**src/rtl/restoring_divider.sv**
```systemverilog
// Sequential 8-bit restoring divider: one SHIFT/TRIAL cycle pair per quotient bit.
// Define DIV_SIGNED_EN for two's-complement operands (adds PRE/POST magnitude/sign states).
module restoring_divider (
   input  logic       Clk,
   input  logic       Reset,
   input  logic       Run,
   input  logic       LoadQ_ClearA,
   input  logic [7:0] Switches,
   output logic [7:0] Aval,
   output logic [7:0] Qval,
   output logic       Done,
   output logic       DivZero
);

`ifdef DIV_SIGNED_EN
   typedef enum logic [2:0] {StIdle, StShift, StTrial, StHold, StPre, StPost} state_e;
`else
   typedef enum logic [1:0] {StIdle, StShift, StTrial, StHold} state_e;
`endif

   state_e state_q, state_d;

   logic [8:0] a_q, a_d;
   logic [7:0] q_q, q_d;
   logic [7:0] d_q, d_d;
   logic [2:0] cnt_q, cnt_d;
   logic       done_q, done_d;
   logic       div_zero_q, div_zero_d;
   logic [8:0] diff;
   logic       start;
   logic       start_zero;
   logic       last_bit;

`ifdef DIV_SIGNED_EN
   logic sq_q, sq_d;
   logic sr_q, sr_d;
`endif

   assign start      = (state_q == StIdle) && !LoadQ_ClearA && Run;
   assign start_zero = start && (Switches == 8'd0);
   assign last_bit   = (cnt_q == 3'd7);
   assign diff       = a_q - {1'b0, d_q};

   // State register
   always_ff @(posedge Clk) begin
      if (Reset) begin
         state_q <= StIdle;
      end else begin
         state_q <= state_d;
      end
   end

   // Next-state logic
   always_comb begin
      state_d = state_q;
      case (state_q)
         StIdle: begin
            if (start_zero) begin
               state_d = StHold;
            end else if (start) begin
`ifdef DIV_SIGNED_EN
               state_d = StPre;
`else
               state_d = StShift;
`endif
            end
         end
         StShift: state_d = StTrial;
         StTrial: begin
            if (last_bit) begin
`ifdef DIV_SIGNED_EN
               state_d = StPost;
`else
               state_d = StHold;
`endif
            end else begin
               state_d = StShift;
            end
         end
         StHold: begin
            if (!Run) begin
               state_d = StIdle;
            end
         end
`ifdef DIV_SIGNED_EN
         StPre:  state_d = StShift;
         StPost: state_d = StHold;
`endif
         default: state_d = StIdle;
      endcase
   end

   // Datapath next-state
   always_comb begin
      a_d        = a_q;
      q_d        = q_q;
      d_d        = d_q;
      cnt_d      = cnt_q;
      done_d     = done_q;
      div_zero_d = div_zero_q;
`ifdef DIV_SIGNED_EN
      sq_d       = sq_q;
      sr_d       = sr_q;
`endif
      case (state_q)
         StIdle: begin
            if (LoadQ_ClearA) begin
               q_d        = Switches;
               a_d        = 9'd0;
               done_d     = 1'b0;
               div_zero_d = 1'b0;
            end else if (start_zero) begin
               // Divide by zero: dividend moves to A, quotient saturates
               a_d        = {1'b0, q_q};
               q_d        = 8'hFF;
               div_zero_d = 1'b1;
               done_d     = 1'b1;
            end else if (start) begin
               d_d        = Switches;
               cnt_d      = 3'd0;
               done_d     = 1'b0;
               div_zero_d = 1'b0;
            end
         end
         StShift: begin
            {a_d, q_d} = {a_q[7:0], q_q, 1'b0};
         end
         StTrial: begin
            // Restore by simply not writing A when the trial subtraction underflows
            if (a_q >= {1'b0, d_q}) begin
               a_d    = diff;
               q_d[0] = 1'b1;
            end
            if (last_bit) begin
`ifndef DIV_SIGNED_EN
               done_d = 1'b1;
`endif
            end else begin
               cnt_d = cnt_q + 3'd1;
            end
         end
`ifdef DIV_SIGNED_EN
         StPre: begin
            sq_d = q_q[7] ^ d_q[7];
            sr_d = q_q[7];
            q_d  = q_q[7] ? (~q_q + 8'd1) : q_q;
            d_d  = d_q[7] ? (~d_q + 8'd1) : d_q;
         end
         StPost: begin
            q_d    = sq_q ? (~q_q + 8'd1) : q_q;
            a_d    = sr_q ? (~a_q + 9'd1) : a_q;
            done_d = 1'b1;
         end
`endif
         default: ;
      endcase
   end

   always_ff @(posedge Clk) begin
      if (Reset) begin
         a_q        <= 9'd0;
         q_q        <= 8'd0;
         d_q        <= 8'd0;
         cnt_q      <= 3'd0;
         done_q     <= 1'b0;
         div_zero_q <= 1'b0;
`ifdef DIV_SIGNED_EN
         sq_q       <= 1'b0;
         sr_q       <= 1'b0;
`endif
      end else begin
         a_q        <= a_d;
         q_q        <= q_d;
         d_q        <= d_d;
         cnt_q      <= cnt_d;
         done_q     <= done_d;
         div_zero_q <= div_zero_d;
`ifdef DIV_SIGNED_EN
         sq_q       <= sq_d;
         sr_q       <= sr_d;
`endif
      end
   end

   // Outputs
   always_comb begin
      Aval    = a_q[7:0];
      Qval    = q_q;
      Done    = done_q;
      DivZero = div_zero_q;
   end

endmodule

```
**config.mk**
```make
export PLATFORM = sky130hd
export DESIGN_NAME = restoring_divider
export DESIGN_NICKNAME = d
export VERILOG_FILES = /design/src/rtl/restoring_divider.sv
export SDC_FILE = /design/constraint.sdc
export NUM_CORES = 1
export LEC_CHECK = 0
export BUFFER_PORTS_ARGS = -buffer_cell sky130_fd_sc_hd__buf_2
export CAP_MARGIN = 20
export CORE_ASPECT_RATIO = 1.75
export CORE_MARGIN = 5
export CORE_UTILIZATION = 30
export CTS_CLUSTER_SIZE = 14
export DETAILED_ROUTE_END_ITERATION = 7
export SYNTH_ARGS = -nofsm -noshare
export SYNTH_HDL_FRONTEND = slang
export SYNTH_SLANG_ARGS = --single-unit
```
**constraint.sdc**
```tcl
create_clock -name Clk -period 3.1 [get_ports Clk]
set_clock_uncertainty 0.1 [all_clocks]
set_input_delay 0.31 -clock Clk [delete_from_list [all_inputs] [get_ports Clk]]
set_output_delay 0.31 -clock Clk [all_outputs]
set_load 0.02 [all_outputs]
```
==> out/metrics.csv <==
metric,value,unit
"Clk pin slew, worst setup/hold paths",0.05,ns
crit path max fanout,3,
FF+latch area,641,sq um
Syn Area/Cell,7.75,sq um
initial antenna violation count,0,
"non-filler cells, final",370,
status,"finished, final reports clean",
post-cts repair resize count,0,
clock tree sinks,32,
Setup TNS,0,ns
Lkg Pwr,0.961,nW
achievable frequency,406,MHz
Max stage delay on crit path,0.38,ns
row cnt,40,
CTS Buffer Depth,2,
global-route wire length before repair,9640,um
antenna diode count,0,
postcts setup bufs,0,
largest net degree at the start of global routing,34,
Mapped Area,2070,sq um
RSZ-0062 raised after global routing,no,
CTS HTree Levels,2,
Critical Path Start Type,register,
"EDFF count, synth",0,
vias per cell,5.32,
die width,72.8,um
full die area,8720,sq um
Root Buffer,clkbuf_16,
Final Max Tran Viols,0,
Final setup violation count,0,
worst path required time,3.19,ns
DP HPWL,4460,um
Die Height,120,um
Tcrit/Tclk final,0.794,
total track usage,0.142,
Worst setup EP type,register,
vias in the first global route,1951,
DR WL/cell,15.6,um
core area,6810,sq um
clock latency on the worst-skew pair,0.28,ns
gr ovfl total,0,
hold bufs inserted after CTS,0,
sequential share of the synthesized area,0.310,
Routed Antenna Nets,0,
Syn-to-layout area delta,14.5,%
DP Cell Count,362,
port buffer count,29,
DR vias,1969,
fin nets,313,
Crit path arrival time,2.55,ns
"FFs w/ async S/R, synth",0,
synth warn,0,
share of cells above drive strength 1,0.171,
critical setup path kind,register to register,
Hold WC Path Type,primary input to register,
num ports,30,
DR iter-0 viols,134,
MaxCap Viol Count,0,
total CTS buffers,5,
RD Place Congestion,0.831,
syn nets,295,
post-layout min period,2.46,ns
Seq cells post-synth,32,
synth unique cells,48,
Rel. slew slack,0.594,
DR pass1 iterations,4,
Mapped Cells,267,
DRC viols,0,
CTS tree,yes,
post-route cell area,2370,sq um
worst r2r src,a_q[0]$_SDFFE_PP0P_,
area post-placement,2220,sq um
slowest CP cell,fa_1,
maximum vdd ir drop,0.585,mV
min-delay src,Switches[2],
"Primary FF master, synth",dfxtp_1,
final hold vios,0,
worst-margin pin slew,0.610,ns
multi-input logic area,1230,sq um
Pwr Density,1100,nW/um^2
CP cell instances,inv_1 -> ha_1 -> fa_1 -> nand2b_1 -> a21oi_1 -> a31oi_1 -> xnor2_1 -> nand3_1 -> a311oi_1,
initial core utilization,0.304,
drt total wl,5790,um
Filler cells,763,
CP startpoint,a_q[0]$_SDFFE_PP0P_,
## power breakdown
| part | switching (mW) | internal [mW] | leakage, nW | total, mW |
|---|---|---|---|---|
| clock network | 0.174 | 0.320 | 0.0712 | 0.494 |
| logic | 0.917 | 0.547 | 0.628 | 1.46 |
| registers | 0.113 | 0.530 | 0.262 | 0.644 |
| total | 1.20 | 1.40 | 0.961 | 2.60 |
## cell usage after synthesis (2+ instances only)
cell type  count  area share
mux2i_1        2      0.0097
buf_4          8       0.029
nand2b_1       3      0.0091
o21a_1         2      0.0073
a221o_1        8       0.039
a22oi_1        2      0.0073
dfxtp_1       32        0.31
nor3_1         6       0.015
ha_1          15       0.091
inv_1         21       0.038
buf_2          2      0.0048
o31a_1         3       0.013
a311oi_1       3       0.013
o21ai_0        9       0.022
a221oi_1       5       0.021
a31oi_1        2      0.0060
nand4_1        2      0.0060
xnor2_1        3       0.013
nand3_1        3      0.0073
o21ai_2        2      0.0085
clkbuf_1       9       0.016
a21boi_0       2      0.0073
a211oi_1       4       0.015
nor2_1        49       0.089
nand2_1       20       0.036
a21oi_1       28       0.068
## layer usage
layer | part of all wire | global-route usage | wire length, um | up-vias
met3 | 0.019 | 0.0184 | 109 | 10
met2 | 0.58 | 0.271 | 3330 | 36
li1 | - | - | - | 974
met1 | 0.38 | 0.143 | 2200 | 949
met4 | 0.025 | 0.0727 | 146 | 0
met5 | 0 | 0 | 0 | -
## worst max-delay path, delay by kind of cell, from the launching register on
kind / cells / cell delay, ns
buffers and inverters: 1 / 0.07
AND/OR/NAND/NOR: 2 / 0.28
adder cells (fa/ha/maj): 2 / 0.60
XOR/XNOR: 1 / 0.19
flip-flops: 1 / 0.35
AO/OA/AOI/OAI: 3 / 0.77
## cell families (layout without fill, tap and decap cells)
family / Yosys count / count (layout) / synth area share
buf+inv: 43 / 62 / 0.0973
simple gates: 94 / 94 / 0.214
flops: 32 / 32 / 0.310
fa+ha+maj: 16 / 16 / 0.100
xor+xnor: 3 / 3 / 0.0127
compound gates: 77 / 77 / 0.256
mux: 2 / 2 / 0.00967
## cells in the final DEF, fill, tap and decap left out, types with 2 or more instances in the layout
| cell type | instances |
|---|---|
| nor2_1 | 49 |
| dfxtp_1 | 32 |
| buf_2 | 29 |
| a21oi_1 | 28 |
| inv_1 | 21 |
| nand2_1 | 20 |
| ha_1 | 15 |
| o21ai_0 | 9 |
| a221o_1 | 8 |
| nor3_1 | 6 |
| a221oi_1 | 5 |
| clkbuf_16 | 5 |
| a211oi_1 | 4 |
| nand2b_1 | 3 |
| o31a_1 | 3 |
| a311oi_1 | 3 |
| nand3_1 | 3 |
| xnor2_1 | 3 |
| buf_4 | 3 |
| nand4_1 | 2 |
| o21a_1 | 2 |
| o21ai_2 | 2 |
| a21boi_0 | 2 |
| mux2i_1 | 2 |
| a22oi_1 | 2 |
| a31oi_1 | 2 |
| clkbuf_1 | 2 |
## state kept, by name (all words and copies together) (netlist names)
register and count:
a_q 9, Qval 8, d_q 8, cnt_q 3, state_q 2, DivZero 1
Done 1
## final cells by class
cell class,count,share of cell area
Inverter,22,0.0348
Sequential cell,32,0.270
Multi-Input combinational cell,192,0.518
Timing Repair Buffer,32,0.0707
Tap cell,84,0.0444
Clock buffer,8,0.0618
## stage by stage
stage                     total power [mW]  utilization  setup slack, ns  hold WS (ns)
after detailed placement              2.11        0.327            0.686         0.349
final                                 2.60        0.348            0.639         0.204
after floorplan                       1.79            -             1.00         0.327
after global routing                  2.80        0.348            0.484         0.221
after global placement                2.09        0.327            0.699         0.347
after CTS                             2.62        0.348            0.652         0.203
## path summary, 6_finish.rpt
kind                                             end  slack (ns)  cells past startpoint
worst max register to register   a_q[6]$_SDFFE_PP0P_        0.64                      9
worst min-delay path             d_q[2]$_SDFFE_PP0P_        0.20                      3
worst min register to register  DivZero$_SDFFE_PP0P_        0.36                      2
worst max-delay path             a_q[6]$_SDFFE_PP0P_        0.64                      9
No activity file was read; power rests on OpenSTA's default activity.
